$ cat src/rtl/alm_cfg_pkg.sv
`default_nettype none
// ============================================================================
//  Module      : alm_cfg_pkg
//  Description : Shared types, chain-length constants and helpers for the
//                ALM configuration loader.
//  Revision    : 1.0 - initial release
// ============================================================================
package alm_cfg_pkg;

    localparam int ALM_CHAIN_BASE   = 86;
    localparam int ALM_CHAIN_XOR6   = 87;
    localparam int ALM_CHAIN_MAJADD = 88;
    localparam int LUT_MASK_BITS    = 16;

    typedef enum logic [2:0] {
        ST_IDLE      = 3'd0,
        ST_WAIT_WORD = 3'd1,
        ST_SHIFT     = 3'd2,
        ST_VERIFY    = 3'd3,
        ST_DONE      = 3'd4
    } alm_cfg_state_e;

    function automatic int words_needed(input int chain_len, input int word_w);
        return (chain_len + word_w - 1) / word_w;
    endfunction

endpackage
`default_nettype wire

$ cat src/rtl/alm_cfg_serializer.sv
`default_nettype none
// ============================================================================
//  Module      : alm_cfg_serializer
//  Description : Word-wide shift register with a bit down-counter; emits the
//                loaded word LSB first, one bit per shift.
//  Revision    : 1.0 - initial release
// ============================================================================
module alm_cfg_serializer #(
    parameter int WORD_W = 16,
    parameter int CNT_W  = $clog2(WORD_W + 1)
) (
    input  logic              clk,
    input  logic              rst,
    input  logic              i_load,
    input  logic [WORD_W-1:0] i_data,
    input  logic [CNT_W-1:0]  i_count,
    input  logic              i_shift,
    output logic              o_bit,
    output logic              o_empty,
    output logic              o_last
);

    logic [WORD_W-1:0] r_shreg;
    logic [CNT_W-1:0]  r_cnt;

    always_ff @(posedge clk) begin
        if (rst) begin
            r_shreg <= '0;
            r_cnt   <= '0;
        end else if (i_load) begin
            r_shreg <= i_data;
            r_cnt   <= i_count;
        end else if (i_shift && (r_cnt != '0)) begin
            r_shreg <= {1'b0, r_shreg[WORD_W-1:1]};
            r_cnt   <= r_cnt - CNT_W'(1);
        end
    end

    assign o_bit   = r_shreg[0];
    assign o_empty = (r_cnt == '0);
    // Counter empties on the shift that is presented this cycle
    assign o_last  = (r_cnt == CNT_W'(1));

endmodule
`default_nettype wire

$ cat src/rtl/alm_config_loader.sv
`default_nettype none
// ============================================================================
//  Module      : alm_config_loader
//  Description : Loads one ALM serial config chain from a valid/ready word
//                source and optionally verifies it by circular readback.
//  Revision    : 1.0 - initial release
// ============================================================================
module alm_config_loader
    import alm_cfg_pkg::*;
#(
    parameter int CHAIN_LEN = 86,
    parameter int WORD_W    = 16,
    parameter int VERIFY_EN = 1
) (
    input  logic              clk,
    input  logic              clear_sync,
    input  logic              start,
    input  logic              word_valid,
    input  logic [WORD_W-1:0] word_data,
    output logic              word_ready,
    output logic              config_en,
    output logic              config_in,
    input  logic              config_out,
    output logic              busy,
    output logic              done,
    output logic              error
);

    localparam int CNT_W = $clog2(CHAIN_LEN + 1);
    localparam int SER_W = $clog2(WORD_W + 1);

    alm_cfg_state_e       r_state;
    alm_cfg_state_e       w_state_nxt;
    logic [CNT_W-1:0]     r_bit_cnt;
    logic [CHAIN_LEN-1:0] r_shadow;
    logic                 r_error;

    logic             w_ser_bit;
    logic             w_ser_empty;
    logic             w_ser_last;
    logic             w_accept;
    logic             w_bit_last;
    logic [SER_W-1:0] w_load_cnt;

    assign w_accept   = word_ready & word_valid;
    assign w_bit_last = (r_bit_cnt == CNT_W'(1));
    // Final word carries only the remaining bits; its upper bits are never shifted
    assign w_load_cnt = (int'(r_bit_cnt) >= WORD_W) ? SER_W'(WORD_W) : SER_W'(r_bit_cnt);

    alm_cfg_serializer #(
        .WORD_W (WORD_W),
        .CNT_W  (SER_W)
    ) u_serializer (
        .clk     (clk),
        .rst     (clear_sync),
        .i_load  (w_accept),
        .i_data  (word_data),
        .i_count (w_load_cnt),
        .i_shift (r_state == ST_SHIFT),
        .o_bit   (w_ser_bit),
        .o_empty (w_ser_empty),
        .o_last  (w_ser_last)
    );

    always_ff @(posedge clk) begin
        if (clear_sync) begin
            r_state <= ST_IDLE;
        end else begin
            r_state <= w_state_nxt;
        end
    end

    always_comb begin
        w_state_nxt = r_state;
        word_ready  = 1'b0;
        config_en   = 1'b0;
        config_in   = 1'b0;
        busy        = 1'b1;
        done        = 1'b0;
        case (r_state)
            ST_IDLE: begin
                busy = 1'b0;
                if (start) begin
                    w_state_nxt = ST_WAIT_WORD;
                end
            end
            ST_WAIT_WORD: begin
                word_ready = w_ser_empty;
                if (word_valid && w_ser_empty) begin
                    w_state_nxt = ST_SHIFT;
                end
            end
            ST_SHIFT: begin
                config_en = 1'b1;
                config_in = w_ser_bit;
                if (w_ser_last) begin
                    if (w_bit_last) begin
                        w_state_nxt = (VERIFY_EN != 0) ? ST_VERIFY : ST_DONE;
                    end else begin
                        w_state_nxt = ST_WAIT_WORD;
                    end
                end
            end
            ST_VERIFY: begin
                // Loop the tail back to the head so the chain rotates to its loaded state
                config_en = 1'b1;
                config_in = config_out;
                if (w_bit_last) begin
                    w_state_nxt = ST_DONE;
                end
            end
            ST_DONE: begin
                done        = 1'b1;
                w_state_nxt = ST_IDLE;
            end
            default: begin
                w_state_nxt = ST_IDLE;
            end
        endcase
    end

    always_ff @(posedge clk) begin
        if (clear_sync) begin
            r_bit_cnt <= '0;
            r_shadow  <= '0;
            r_error   <= 1'b0;
        end else begin
            case (r_state)
                ST_IDLE: begin
                    if (start) begin
                        r_bit_cnt <= CNT_W'(CHAIN_LEN);
                        r_error   <= 1'b0;
                    end
                end
                ST_SHIFT: begin
                    r_shadow <= {w_ser_bit, r_shadow[CHAIN_LEN-1:1]};
                    // Reload on the last load bit so the counter times the readback pass
                    if (w_ser_last && w_bit_last) begin
                        r_bit_cnt <= CNT_W'(CHAIN_LEN);
                    end else begin
                        r_bit_cnt <= r_bit_cnt - CNT_W'(1);
                    end
                end
                ST_VERIFY: begin
                    r_shadow  <= {r_shadow[0], r_shadow[CHAIN_LEN-1:1]};
                    r_bit_cnt <= r_bit_cnt - CNT_W'(1);
                    if (config_out != r_shadow[0]) begin
                        r_error <= 1'b1;
                    end
                end
                default: begin
                end
            endcase
        end
    end

    assign error = r_error;

endmodule
`default_nettype wire

$ cat config.mk
export PLATFORM = sky130hd
export DESIGN_NAME = alm_config_loader
export DESIGN_NICKNAME = d
export VERILOG_FILES = /design/src/rtl/alm_cfg_pkg.sv /design/src/rtl/alm_cfg_serializer.sv /design/src/rtl/alm_config_loader.sv
export SDC_FILE = /design/constraint.sdc
export NUM_CORES = 1
export LEC_CHECK = 0
export CORE_MARGIN = 2
export CORE_UTILIZATION = 60
export DETAILED_ROUTE_END_ITERATION = 12
export GPL_TIMING_DRIVEN = 0
export PLACE_DENSITY = 0.83
export SLEW_MARGIN = 15
export SYNTH_ARGS = -nofsm -noshare
export SYNTH_HDL_FRONTEND = slang
export SYNTH_SLANG_ARGS = --single-unit
export TNS_END_PERCENT = 1
$ cat constraint.sdc
create_clock -name clk -period 2.8 [get_ports clk]
set_input_delay 0.56 -clock clk [delete_from_list [all_inputs] [get_ports clk]]
set_output_delay 0.56 -clock clk [all_outputs]
set_load 0.02 [all_outputs]
# == Word-level counts from Yosys, hierarchy flattened ==
# Index checks and enable logic that the tools add are counted.
# totals
inputBits,21
reg_bits,118
elab_cells,59
# op_classes
n_reduce_logical,14
n_bitwise,1
n_eq_ne,12
magnitude_cmp,1
add_sub_neg,2
mux,23
# ops
op,count
$pmux W86 S2,1
$mux W16,2
$pmux W7 S3,1
$mux W5,3
$mux W7,2
$mux W3,4
$pmux W3 S4,1
$ne A2 B2 Y1 const B,5
$eq A7 B1 Y1 const B,1
$ge A7 B5 Y1 const B,1
$sub A7 B1 Y7 const B,1
$eq A3 B2 Y1 const B,2
$mux W1,6
$reduce_bool A2 Y1,3
$eq A5 B1 Y1 const B,1
$logic_not A5 Y1,1
$reduce_bool A5 Y1,1
$sub A5 B1 Y5 const B,1
$pmux W1 S2,2
$reduce_and A4 Y1,1
$eq A3 B1 Y1 const B,1
$eq A3 B3 Y1 const B,1
$logic_and A1 B1 Y1,3
$logic_not A3 Y1,1
other kinds (7),7

# == Longest topological paths before layout ==
# logic_depth
depth_word,4
ltp_mapped,8

# == Cells and area by module ==
# Synthesis repeated with hierarchy kept, for this count alone.
# hier_totals
hier_cells,587
hier_area_um2,4708.3
# by_module_without_submodules
mod,area_per_inst_um2,cells_per_inst,instances,seq_area_each_um2
alm_config_loader,3646.0,459,1,1941.9
alm_cfg_serializer,1062.3,128,1,420.4

# == Least setup slack after synthesis ==
# Ideal clock, no wire load.
# synth_timing
path_type,register -> output
from,register r_state[2]
to,output port config_in
slack_ns,0.803
path_buffers,4
arrival_ns,1.437
t_required_ns,2.240
path_stages_with_launch,7
path_cell_list,dfxtp_1 > buf_2 > nand2b_1 > buf_2 > buf_2 > buf_1 > a21oi_1
# synth_via
elab_chain_len,2
word_cells_on_any_way,3
classes_between,eq/ne (2); mux (1)
# synth_lines
item,line_no,text
"start, declared",alm_config_loader.sv:32,alm_cfg_state_e r_state;
"start signal, assigned",alm_config_loader.sv:69,r_state <= w_state_nxt;
$eq A3 B2 Y1,alm_config_loader.sv:80,case (r_state)
$pmux W1 S2 (*),alm_config_loader.sv:80,
"end, declared",alm_config_loader.sv:22,"output logic config_in,"
# Mark *: on every way between the ends. The rest lies on a longest branch, timed or not.

# == Worst setup path after layout ==
# layout_timing
from,register r_state[2]
to,output port config_en
# layout_via
elab_chain_len,3
word_cells_on_any_way,4
classes_between,eq/ne (2); mux (1); reduce/logical (1)
# layout_lines
item,line_no,text
$eq A3 B2 Y1,alm_config_loader.sv:80,
$reduce_or A2 Y1 (no source line) (*),n/a,
$mux W1 (*),alm_config_loader.sv:80,
"end, declared",alm_config_loader.sv:21,"output logic config_en,"
# Marked as above.

==> metrics.md <==
| Metric | Value |
|---|---|
| Total number of vias | 3,978 |
| PwrDens | 758.5 nW/um2 |
| Hpwl dp | 6161 um |
| Final Critical Period | 2.690 ns |
| Slew Viols, Final | 0 |
| CTS Sinks | 118 |
| Largest net degree at the start of global routing | 20 |
| Max FO, Critical Path | 10 |
| I/O Pins | 27 |
| P&R area growth vs syn | 21.29% |
| Worst vdd ir | 0.0007012 V |
| Ant diodes | 0 |
| Mapped Avg Cell Area | 8.156 um2 |
| H-tree depth | 4 |
| RSZ-0062 raised after global routing | false |
| Fmax | 371.8 MHz |
| Via density | 5.517 |
| Leak | 1.941 nW |
| Clock root buffer master | clkbuf_8 |
| Hold Slack | 0.4479 ns |
| Worst hold path class | reg -> reg |
| Status | completed |
| Post-Route Utilization | 76.24% |
| Routed WL | 9820 um |
| Drt initial violations | 165 |
| Die width | 91.64 um |
| Port buffer count | 25 |
| Commonest cells post-synth | nand2_1, dfxtp_1, a21oi_1 |
| Worst EP required | 2.24 ns |
| Routed len/inst | 13.62 um |
| Register area share after synthesis | 51.26% |
| Slew margin rel. | 59.76% |
| Total power | 4.239 mW |
| First-pass GRT wire length | 17,060 um |
| Die area | 8397 um2 |
| Clock skew | 0.008394 ns |
| Vias in the first global route | 3,916 |
| Ranking of synthesized cells by area | dfxtp_1, nand2_1, a21oi_1, a22oi_1, nand3_1 |
| Count of final hold-check violations | 0 |
| Critical Path AT | 2.13 ns |
| Max Root-Sink Buffers | 2 |
| Area leader, netlist | dfxtp_1 |
| Post-synth EDFFs | 0 |
| GR Util All Layers | 25.27% |
| Startpoint Class | flop |
| CP Capture Type | primary output |
| Drt pass-1 iters | 5 |
| Core Box Area | 7331 um2 |
| Clock-pin slew reported for the worst setup and hold paths after clock tree synthesis | 0.06 ns |
| Count leader, synth | nand2_1 |
| Synth Net Count | 591 |
| Non-filler cells, final | 721 |
| CTS tree | yes |
| Max-Cap Viols | 0 |
| Final worst-path cycle share | 96.06% |
| Commonest register cell after synthesis | dfxtp_1 |
| Gate count of the mapped netlist | 565 |
| Site Rows | 31 |
| Async SR Flop Fraction | 0% |
| GP Congestion | 0.8116 |
| Worst-Skew Late Latency | 0.51 ns |
| DIE HEIGHT | 91.64 um |
| CP Class | reg -> out |
| Share of layout cells above drive strength 1 | 10.61% |
| Overflow after GRT | 0 |
| Yosys top cell area share | 51.26% |
| # DRC | 0 |
| Detail Route Antenna Nets | 0 |
| Placed Cells | 689 |
| Starting Density | 62.86% |
| Yosys warnings | 0 |
| Nets | 635 |
| Worst-Margin Slew | 0.6036 ns |
| Total CTS buffers | 17 |
| Initial antenna violation count | 0 |
| Yosys reg bits | 118 |
| # setup viols final | 0 |
| Netlist cell types | 48 |
| Netlist Area Pre-Place | 4608 um2 |
worst paths after layout:
check	start	endpoint	slack (ns)	depth (start not counted)
min reg2reg	r_shadow[29]	r_shadow[28]	0.45	2
max reg2reg	u_serializer.r_cnt[0]	u_serializer.r_cnt[1]	0.85	9
max	r_state[2]	config_en	0.11	7
min	r_shadow[29]	r_shadow[28]	0.45	2
flip-flops by register name (all words and copies together) (netlist names):
name                  flops
error                     1
r_bit_cnt                 7
u_serializer.r_cnt        5
u_serializer.r_shreg     16
r_state                   3
r_shadow                 86
what timing repair did:
action / CTS / global route
hold buffers: 0 / 0
endpoints found under the setup margin: 3 / 2
buffers inserted: 1 / 0
cloned: 0 / 0
resized for setup: 4 / 5
layer usage:
layer	track usage, %	routed length, um
met3	6.738	376
met4	11.36	146
met2	43.20	5011
met5	0	0
met1	29.65	4287
worst max-delay path, cell delays in order (launching register included):
cell      delay (ns)
dfxtp_1         0.31
buf_2           0.17
nand2b_1        0.15
clkbuf_4        0.21
inv_1           0.15
buf_4           0.20
buf_2           0.23
clkbuf_2        0.20
kinds of logic after synthesis:
kind of cell,synth area share (%)
AO/OA/AOI/OAI,18.79
XOR/XNOR,0.5703
multiplexers,0.7059
flip-flops,51.26
AND/OR/NAND/NOR,22.37
buffers and inverters,4.942
adder cells (fa/ha/maj),1.358
cell usage in the layout (no fill, tap or decap), drive strengths merged, types with 2 or more instances in the layout:
| cell type | instances |
|---|---|
| xor2 | 2 |
| a31o | 2 |
| and2 | 2 |
| o21ai | 4 |
| a31oi | 2 |
| or3 | 6 |
| nor3 | 5 |
| a21o | 2 |
| clkdlybuf4s50 | 22 |
| dfxtp | 118 |
| nor4b | 2 |
| clkinv | 7 |
| inv | 11 |
| o31ai | 2 |
| buf | 21 |
| clkbuf | 40 |
| a22oi | 14 |
| a211oi | 3 |
| nor3b | 3 |
| nand3 | 21 |
| ha | 5 |
| bufinv | 3 |
| clkinvlp | 3 |
| nand2 | 179 |
| nand2b | 4 |
| a21oi | 111 |
| o41ai | 2 |
| nor2 | 7 |
layout make-up:
type                    count  area [um2]
flip-flops and latches    118        2362
clock inverters            15       180.2
well taps                  99       123.9
multi-input cells         395        2023
plain buffers              42       197.7
fillers                   507        1742
repair buffers             26       254.0
inverters                   9       33.78
clock buffers              17       414.1
metrics by stage:
step	worst slack, ns	area (um2)	setup TNS (ns)
after global placement	0.1191	4982	0
after detailed placement	0.08060	4982	0
after CTS	-0.05364	5583	-0.05364
final	0.1102	5589	0
after floorplan	0.8025	4608	0
after global routing	0.007231	5589	0
power breakdown:
group | switching, mW | internal [mW]
Sequential | 0.0267 | 1.71
Combinational | 0.221 | 0.137
Clock | 0.784 | 1.36
(Power assumes the default switching activity.)
